[src/rtl/source_play_ctrl_pkg.sv]
// Shared types and widths for the source waveform playback controller.
package source_play_ctrl_pkg;

    localparam int unsigned SEP_W = 12;
    localparam int unsigned REP_W = 8;

    typedef enum logic [1:0] {
        ST_IDLE = 2'd0,
        ST_PLAY = 2'd1,
        ST_GAP  = 2'd2
    } state_t;

endpackage

[src/rtl/source_play_ctrl_if.sv]
// Control, host-write, RAM and PCM stream signals of the playback controller.
// master = controller side, slave = register block / RAM / TX path side.
interface source_play_ctrl_if #(
    parameter int unsigned aw = 10,
    parameter int unsigned dw = 16
);
    import source_play_ctrl_pkg::*;

    logic             start;
    logic             abort;
    logic [SEP_W-1:0] sep;
    logic [aw-1:0]    signal_len;
    logic [REP_W-1:0] reps;
    logic             busy;
    logic             done;
    logic             host_wr;
    logic [aw-1:0]    host_addr;
    logic [dw-1:0]    host_wdata;
    logic             host_ack;
    logic [aw-1:0]    mem_addr;
    logic             mem_rd;
    logic             mem_wr;
    logic [dw-1:0]    mem_wdata;
    logic [dw-1:0]    mem_rdata;
    logic             pcm_out_valid;
    logic             pcm_out_ready;
    logic [dw-1:0]    pcm_out;

    modport master (
        input  start, abort, sep, signal_len, reps,
        input  host_wr, host_addr, host_wdata, mem_rdata, pcm_out_ready,
        output busy, done, host_ack, mem_addr, mem_rd, mem_wr, mem_wdata,
        output pcm_out_valid, pcm_out
    );

    modport slave (
        output start, abort, sep, signal_len, reps,
        output host_wr, host_addr, host_wdata, mem_rdata, pcm_out_ready,
        input  busy, done, host_ack, mem_addr, mem_rd, mem_wr, mem_wdata,
        input  pcm_out_valid, pcm_out
    );

endinterface

[src/rtl/source_play_ctrl_pcm_skid_buf.sv]
// Two-entry PCM skid buffer with registered head (stream output) and flush.
module pcm_skid_buf #(
    parameter int unsigned dw = 16
) (
    input  logic          clk,
    input  logic          rst,
    input  logic          flush,
    input  logic          in_valid,
    output logic          in_ready_c,
    input  logic [dw-1:0] in_data,
    output logic          out_valid,
    input  logic          out_ready,
    output logic [dw-1:0] out_data,
    output logic [1:0]    count
);

    logic [dw-1:0] tail_q;
    logic          pop;
    logic          push;

    // A full buffer still takes a write in the cycle its head is popped.
    always_comb begin
        pop        = out_valid & out_ready;
        in_ready_c = (count != 2'd2) | pop;
        push       = in_valid & in_ready_c;
    end

    always_ff @(posedge clk or posedge rst) begin
        if (rst) begin
            count     <= 2'd0;
            out_valid <= 1'b0;
            out_data  <= '0;
            tail_q    <= '0;
        end else if (flush) begin
            count     <= 2'd0;
            out_valid <= 1'b0;
        end else begin
            unique case ({push, pop})
                2'b10: begin
                    if (count == 2'd0) out_data <= in_data;
                    else               tail_q   <= in_data;
                    count     <= count + 2'd1;
                    out_valid <= 1'b1;
                end
                2'b01: begin
                    out_data  <= tail_q;
                    count     <= count - 2'd1;
                    out_valid <= (count == 2'd2);
                end
                2'b11: begin
                    if (count == 2'd1) begin
                        out_data <= in_data;
                    end else begin
                        out_data <= tail_q;
                        tail_q   <= in_data;
                    end
                end
                default: ;
            endcase
        end
    end

endmodule

[src/rtl/source_play_ctrl.sv]
// Waveform RAM playback sequencer and host-write arbiter feeding a PCM stream.
// Build option SOURCE_PLAY_LOOP_EN: reps=0 repeats forever until abort.
module source_play_ctrl
    import source_play_ctrl_pkg::*;
#(
    parameter int unsigned aw = 10,
    parameter int unsigned dw = 16
) (
    input  logic               pcm_clk,
    input  logic               rst,
    source_play_ctrl_if.master bus
);

    state_t           state_q, state_n;
    logic [aw-1:0]    addr_q, addr_n, len_q, len_n, rd_addr;
    logic [SEP_W-1:0] sep_q, sep_n, gap_q, gap_n;
    logic [REP_W-1:0] rep_q, rep_n;
    logic             inflight_q, inflight_n;
    logic             inf_q, inf_n;
    logic             busy_q, busy_n, done_q, done_n;
    logic             rd_en, host_ack, flush, zero_push, pop;
    logic             rd_elig, zeros_left, gap_end, accept, degen, loop_inf;
    logic             push_valid, buf_in_ready_c;
    logic [dw-1:0]    push_data;
    logic [1:0]       buf_count;
    logic [2:0]       occ;

    always_ff @(posedge pcm_clk or posedge rst) begin
        if (rst) begin
            state_q    <= ST_IDLE;
            addr_q     <= '0;
            len_q      <= '0;
            sep_q      <= '0;
            gap_q      <= '0;
            rep_q      <= '0;
            inflight_q <= 1'b0;
            inf_q      <= 1'b0;
            busy_q     <= 1'b0;
            done_q     <= 1'b0;
        end else begin
            state_q    <= state_n;
            addr_q     <= addr_n;
            len_q      <= len_n;
            sep_q      <= sep_n;
            gap_q      <= gap_n;
            rep_q      <= rep_n;
            inflight_q <= inflight_n;
            inf_q      <= inf_n;
            busy_q     <= busy_n;
            done_q     <= done_n;
        end
    end

    always_comb begin
        state_n    = state_q;
        addr_n     = addr_q;
        len_n      = len_q;
        sep_n      = sep_q;
        gap_n      = gap_q;
        rep_n      = rep_q;
        inf_n      = inf_q;
        busy_n     = busy_q;
        done_n     = 1'b0;
        rd_en      = 1'b0;
        rd_addr    = addr_q;
        zero_push  = 1'b0;
        flush      = 1'b0;
        gap_end    = 1'b0;
        pop        = bus.pcm_out_valid & bus.pcm_out_ready;
        // Buffer slots committed after this cycle's pop, including the read in flight.
        occ        = 3'(buf_count) + 3'(inflight_q) - 3'(pop);
        rd_elig    = occ < 3'd2;
        zeros_left = gap_q != sep_q;
        accept     = bus.start & ~busy_q;
`ifdef SOURCE_PLAY_LOOP_EN
        degen      = bus.signal_len == '0;
        loop_inf   = bus.reps == '0;
`else
        degen      = (bus.signal_len == '0) | (bus.reps == '0);
        loop_inf   = 1'b0;
`endif
        unique case (state_q)
            ST_IDLE: begin
                busy_n = 1'b0;
                if (accept) begin
                    len_n  = bus.signal_len;
                    sep_n  = bus.sep;
                    rep_n  = bus.reps;
                    inf_n  = loop_inf;
                    gap_n  = '0;
                    addr_n = '0;
                    busy_n = 1'b1;
                    if (degen) begin
                        done_n = 1'b1;
                    end else begin
                        // First read issues on the start cycle itself.
                        rd_en   = 1'b1;
                        rd_addr = '0;
                        if (bus.signal_len == aw'(1)) begin
                            state_n = ST_GAP;
                        end else begin
                            state_n = ST_PLAY;
                            addr_n  = aw'(1);
                        end
                    end
                end
            end
            ST_PLAY: begin
                if (rd_elig) begin
                    rd_en = 1'b1;
                    if (addr_q == len_q - aw'(1)) begin
                        addr_n  = '0;
                        state_n = ST_GAP;
                    end else begin
                        addr_n  = addr_q + aw'(1);
                    end
                end
            end
            ST_GAP: begin
                // Zeros wait for the last burst read to land so ordering holds.
                if (zeros_left & ~inflight_q & buf_in_ready_c) begin
                    zero_push = 1'b1;
                    gap_n     = gap_q + SEP_W'(1);
                end
                gap_end = ~zeros_left | (zero_push & ((gap_q + SEP_W'(1)) == sep_q));
                if (gap_end & (inf_q | (rep_q != REP_W'(1)))) begin
                    rep_n   = inf_q ? rep_q : rep_q - REP_W'(1);
                    gap_n   = '0;
                    addr_n  = '0;
                    state_n = ST_PLAY;
                end else if (~zeros_left & ~inflight_q &
                             ((buf_count == 2'd0) | ((buf_count == 2'd1) & pop))) begin
                    state_n = ST_IDLE;
                    busy_n  = 1'b0;
                    done_n  = 1'b1;
                    gap_n   = '0;
                end
            end
            default: state_n = ST_IDLE;
        endcase
        if (bus.abort) begin
            state_n   = ST_IDLE;
            busy_n    = 1'b0;
            done_n    = 1'b0;
            rd_en     = 1'b0;
            zero_push = 1'b0;
            flush     = 1'b1;
            addr_n    = '0;
            gap_n     = '0;
        end
        inflight_n = rd_en;
        host_ack   = bus.host_wr & ~rd_en & ((state_q != ST_PLAY) | ~rd_elig);
        push_valid = inflight_q | zero_push;
        push_data  = inflight_q ? bus.mem_rdata : '0;
    end

    assign bus.busy      = busy_q;
    assign bus.done      = done_q;
    assign bus.host_ack  = host_ack;
    assign bus.mem_rd    = rd_en;
    assign bus.mem_wr    = host_ack;
    assign bus.mem_addr  = rd_en ? rd_addr : (host_ack ? bus.host_addr : '0);
    assign bus.mem_wdata = host_ack ? bus.host_wdata : '0;

    pcm_skid_buf #(.dw(dw)) u_skid (
        .clk        (pcm_clk),
        .rst        (rst),
        .flush      (flush),
        .in_valid   (push_valid),
        .in_ready_c (buf_in_ready_c),
        .in_data    (push_data),
        .out_valid  (bus.pcm_out_valid),
        .out_ready  (bus.pcm_out_ready),
        .out_data   (bus.pcm_out),
        .count      (buf_count)
    );

endmodule

[src/flat_wrapper.sv]
// flat-port wrapper written by rule: the top's interface ports become plain ports
module source_play_ctrl_flat import source_play_ctrl_pkg::*;
#(
    parameter int unsigned aw = 10,
    parameter int unsigned dw = 16
)
  (pcm_clk, rst, bus_start, bus_abort, bus_sep, bus_signal_len, bus_reps, bus_host_wr, bus_host_addr, bus_host_wdata, bus_mem_rdata, bus_pcm_out_ready, bus_busy, bus_done, bus_host_ack, bus_mem_addr, bus_mem_rd, bus_mem_wr, bus_mem_wdata, bus_pcm_out_valid, bus_pcm_out);
  source_play_ctrl_if #(.aw(aw), .dw(dw)) bus_i ();
  input  logic pcm_clk;
  input  logic rst;
  input wire logic [$bits(bus_i.start)-1:0] bus_start;
  input wire logic [$bits(bus_i.abort)-1:0] bus_abort;
  input wire logic [$bits(bus_i.sep)-1:0] bus_sep;
  input wire logic [$bits(bus_i.signal_len)-1:0] bus_signal_len;
  input wire logic [$bits(bus_i.reps)-1:0] bus_reps;
  input wire logic [$bits(bus_i.host_wr)-1:0] bus_host_wr;
  input wire logic [$bits(bus_i.host_addr)-1:0] bus_host_addr;
  input wire logic [$bits(bus_i.host_wdata)-1:0] bus_host_wdata;
  input wire logic [$bits(bus_i.mem_rdata)-1:0] bus_mem_rdata;
  input wire logic [$bits(bus_i.pcm_out_ready)-1:0] bus_pcm_out_ready;
  output wire logic [$bits(bus_i.busy)-1:0] bus_busy;
  output wire logic [$bits(bus_i.done)-1:0] bus_done;
  output wire logic [$bits(bus_i.host_ack)-1:0] bus_host_ack;
  output wire logic [$bits(bus_i.mem_addr)-1:0] bus_mem_addr;
  output wire logic [$bits(bus_i.mem_rd)-1:0] bus_mem_rd;
  output wire logic [$bits(bus_i.mem_wr)-1:0] bus_mem_wr;
  output wire logic [$bits(bus_i.mem_wdata)-1:0] bus_mem_wdata;
  output wire logic [$bits(bus_i.pcm_out_valid)-1:0] bus_pcm_out_valid;
  output wire logic [$bits(bus_i.pcm_out)-1:0] bus_pcm_out;
  assign bus_i.start = bus_start;
  assign bus_i.abort = bus_abort;
  assign bus_i.sep = bus_sep;
  assign bus_i.signal_len = bus_signal_len;
  assign bus_i.reps = bus_reps;
  assign bus_i.host_wr = bus_host_wr;
  assign bus_i.host_addr = bus_host_addr;
  assign bus_i.host_wdata = bus_host_wdata;
  assign bus_i.mem_rdata = bus_mem_rdata;
  assign bus_i.pcm_out_ready = bus_pcm_out_ready;
  assign bus_busy = bus_i.busy;
  assign bus_done = bus_i.done;
  assign bus_host_ack = bus_i.host_ack;
  assign bus_mem_addr = bus_i.mem_addr;
  assign bus_mem_rd = bus_i.mem_rd;
  assign bus_mem_wr = bus_i.mem_wr;
  assign bus_mem_wdata = bus_i.mem_wdata;
  assign bus_pcm_out_valid = bus_i.pcm_out_valid;
  assign bus_pcm_out = bus_i.pcm_out;
  source_play_ctrl #(.aw(aw), .dw(dw)) u_core (.pcm_clk(pcm_clk), .rst(rst), .bus(bus_i));
endmodule
[config.mk]
export PLATFORM = sky130hd
export DESIGN_NAME = source_play_ctrl_flat
export DESIGN_NICKNAME = d
export VERILOG_FILES = /design/src/rtl/source_play_ctrl_pkg.sv /design/src/rtl/source_play_ctrl_if.sv /design/src/rtl/source_play_ctrl_pcm_skid_buf.sv /design/src/rtl/source_play_ctrl.sv /design/src/flat_wrapper.sv
export SDC_FILE = /design/constraint.sdc
export NUM_CORES = 1
export LEC_CHECK = 0
export ABC_CLOCK_PERIOD_IN_PS = 3800
export CORE_MARGIN = 5
export CORE_UTILIZATION = 49
export CTS_BUF_LIST = sky130_fd_sc_hd__clkbuf_2
export DETAILED_ROUTE_END_ITERATION = 6
export PLACE_DENSITY = 0.76
export SYNTH_ARGS = -nofsm -noshare
export SYNTH_HDL_FRONTEND = slang
export SYNTH_SLANG_ARGS = --single-unit
[constraint.sdc]
create_clock -name pcm_clk -period 3.8 [get_ports pcm_clk]
set_input_delay 0.76 -clock pcm_clk [delete_from_list [all_inputs] [get_ports pcm_clk]]
set_output_delay 0.76 -clock pcm_clk [all_outputs]
set_load 0.03 [all_outputs]
==> key figures <==
Outcome
  – Status: finished, violations left
  – Violated checks: setup timing

Timing
  – Slew HR: 49.7%
  – Hold Vio Cnt, Final: 0
  – RSZ-0062 raised after global routing: true
  – Measured slew at the worst slew-check pin: 0.754 ns
  – Final setup margin: -0.127 ns
  – Setup-failing EPs final: 26
  – Final Max Tran Viols: 0
  – Crit path time final: 3.93 ns
  – F_max: 255 MHz
  – Post-route setup TNS: -1.99 ns
  – Final period util: 103%
  – Fin Clk Skew: 0.0418 ns

Setup path
  – Reg2reg start: u_core.gap_q[7]$_DFFE_PP0P_
  – Worst-path cell chain: nand2_2, inv_2, ha_4, nand2b_4, fa_2, xnor2_2, and2_4, nand2_4, a21oi_4, buf_6, buf_6, nor2_4, a22o_2, buf_6
  – Arrival time worst endpoint: 3.17 ns
  – R2r endpoint: u_core.u_skid.out_data[14]$_DFFE_PP0P_
  – Crit. End Element: output port
  – Crit-path max FO: 7
  – Critical setup path kind: register to output port
  – Req. time, crit path: 3.04 ns
  – Most used cell, CP: buf_6
  – Slowest cell delay on critical path: 0.47 ns
  – R2R Setup Slk: 0.30 ns
  – Worst setup SP type: register
  – Worst path buffer plus inverter count: 4
  – CP max-delay cell: dfrtp_1
  – Top Family by Delay on Critical Path: simple AND/OR/NAND/NOR gates
  – Worst R2R Path Depth: 11

Floorplanning
  – Placeable Area: 12600 sq um
  – DIE WIDTH: 123 microns
  – Die ar.: 15100 sq um
  – Chip height: 123 microns
  – Effective utilization at floorplan: 49.6%
  – Site Rows: 41
  – Num ports: 126

Clock network
  – Clk pin slew, worst setup/hold paths: 0.29 ns
  – Clock Latency Late Sink: 0.61 ns
  – TritonCTS Buffers: 9
  – CTS tree: done
  – Post-CTS Hold Buffers: 0
  – CTS Sinks: 92
  – Clk root buf: clkbuf_2
  – Bufs on Longest Clock Path: 2
  – H-tree depth: 3

GRT
  – Vias in the first global route: 5911
  – First-pass GRT wire length: 29100 microns
  – Antenna violations before repair: 0
  – GRT Util Overall: 24.0%
  – Largest net degree at the start of global routing: 52
  – Grt ovf: 0

Synthesis
  – YS warnings: 0
  – Area contributors post-synth: dfrtp_1 37%, nand2_1 5.4%, o21ai_0 4.2%
  – Top FF cell, synth: dfrtp_1
  – Number of flops mapped to enable cells by yosys: 0
  – Yosys cell types: 81
  – Synthesized flop and latch total: 92
  – Synth Area per Inst: 8.95 sq um
  – Area leader, netlist: dfrtp_1
  – Yosys top cell area share: 36.9%
  – Synthesized area: 6240 sq um
  – Seq/Total Area, Yosys: 36.9%
  – Asr flop ratio synth: 100%
  – Net Count, Synth: 794
  – Mapped Cells: 697

Drt
  – Post-DR wirelength/cell: 18.1 microns
  – Pre-antenna DRT Iters: 5
  – WL final: 18200 microns
  – ANT nets after route: 0
  – Routed vias/inst: 6.06
  – Via count: 6065
  – DRC Markers: 0
  – Initial drt markers: 553

Final layout
  – Fill count: 1047
  – Most common cell after layout, fill and taps aside: clkdlybuf4s50_1
  – Util after Layout: 65.2%
  – Register area: 2300 sq um
  – Fin cells: 1001
  – Layout cells sized above 1: 21.2%
  – Antenna Diode Count: 0
  – Multi-input gate area: 3770 sq um
  – Most frequent cells in the layout: 95 x clkdlybuf4s50_1, 92 x dfrtp_1, 86 x nand2_1
  – Area grow syn2layout: 31.3%
  – Final nets: 921

Pwr
  – Pwr dens: 655 nW/um^2
  – Seq pwr share: 30.8%
  – Internal power: 0.00289 W
  – Sw Ratio: 46.2%
  – VDD IR-drop max: 0.000356 V
  – Clock share of power: 10.4%
  – Leakage: 3.36 nW
  – Sw Pwr: 0.00248 W
  – Gate power share: 58.8%

Worst hold path
  – Hold path endpoint: u_core.u_skid.out_data[12]$_DFFE_PP0P_
  – Hold Path Cell Cnt: 2
  – Worst min path class: register to register
  – Hold Startpoint: u_core.u_skid.out_data[12]$_DFFE_PP0P_

Place
  – Port bufs: 125
  – Inst Count DP: 970
  – Placement-stage worst setup slack: -0.567 ns
  – Dpl hpwl: 12800 microns
  – Routability Congestion: 0.887

Run
  – Number of max-cap violations: 0
synth_stat cells, types with 7 or more instances:
cell / n
o21ai_0: 52
and3_1: 7
ha_1: 18
o22ai_1: 11
xor2_1: 16
nor4_1: 8
nor2_1: 33
nand4_1: 11
a211oi_1: 10
mux2_2: 22
a32oi_1: 17
a22o_1: 13
nor3_1: 9
or3_1: 7
and2_1: 21
clkbuf_1: 29
xnor2_1: 13
inv_1: 33
nand2_1: 89
nand2b_1: 11
buf_2: 10
nand3_1: 24
dfrtp_1: 92
a31oi_1: 12
a21oi_1: 19
per-stage QoR:
| step | power (W) | instance area, sq um | hold WS (ns) |
|---|---|---|---|
| after floorplan | 0.00356 | 6320 | 0.451 |
| after global placement | 0.00432 | 7700 | 0.463 |
| after detailed placement | 0.00445 | 7700 | 0.470 |
| after CTS | 0.00524 | 8090 | 0.512 |
| after global routing | 0.00573 | 8190 | 0.502 |
| final | 0.00536 | 8190 | 0.513 |
kinds of logic after synthesis:
logic type / Yosys count / share of synthesized area, %
buffers and inverters: 82 / 5.86
AO/OA/AOI/OAI: 195 / 22.6
flip-flops: 92 / 36.9
AND/OR/NAND/NOR: 251 / 21.4
multiplexers: 27 / 4.79
XOR/XNOR: 31 / 4.59
adder cells (fa/ha/maj): 19 / 3.93
worst max path at each step:
stage | start | end | slack [ns] | cells past startpoint
5_1_grt | u_core.u_skid.out_valid$_DFFE_PP0P_ | bus_mem_addr[3] | -0.26 | 14
6_report | u_core.u_skid.out_valid$_DFFE_PP0P_ | bus_mem_addr[4] | -0.13 | 14
3_5_place_dp | bus_pcm_out_ready | bus_mem_addr[9] | -0.57 | 13
2_1_floorplan | bus_pcm_out_ready | bus_mem_addr[0] | -0.03 | 12
3_3_place_gp | bus_pcm_out_ready | bus_mem_addr[3] | -0.43 | 13
4_1_cts | u_core.u_skid.out_valid$_DFFE_PP0P_ | bus_mem_addr[3] | -0.12 | 13
flip-flops by register name, summed over array words and instances (netlist names), 2 cells and up:
signal and flops:
u_core.u_skid.count 2, u_core.u_skid.tail_q 16, u_core.state_q 2, u_core.u_skid.out_data 16, u_core.rep_q 8, u_core.len_q 10
u_core.gap_q 12, u_core.addr_q 10, u_core.sep_q 12
layout make-up:
class,instances,share of cell area [%]
timing repair buffer,163,20.0
inverter,33,1.53
multi-input combinational,525,46.1
sequential,92,28.1
clock inverter,7,1.07
tap,172,2.63
clock buffer,9,0.550
tightest hold or removal path: stages, from the launching register on:
cell	delay [ns]
dfrtp_1	0.40
nand2_1	0.04
o21ai_0	0.06
power by group through the flow:
stage	logic [W]	registers, W	clock network, W
2_1_floorplan	0.00182	0.00174	0
3_3_place_gp	0.00268	0.00164	0
3_5_place_dp	0.00279	0.00166	0
4_1_cts	0.00303	0.00164	0.000567
5_1_grt	0.00341	0.00170	0.000616
6_report	0.00315	0.00165	0.000558
metal layers:
layer / wire (microns) / track usage, % / vias up
met5: 0 / 0 / -
met4: 387 / 7.00 / 0
met3: 1590 / 5.39 / 37
met2: 9080 / 41.7 / 314
met1: 7110 / 29.9 / 2905
li1: - / - / 2809
timing repair:
item,CTS,global route
pin swaps,23,3
setup buffers,8,5
resized for setup,56,11
endpoints found under the setup margin,29,45
cloned,2,0
Note: power is estimated with default switching activity, not from simulation.
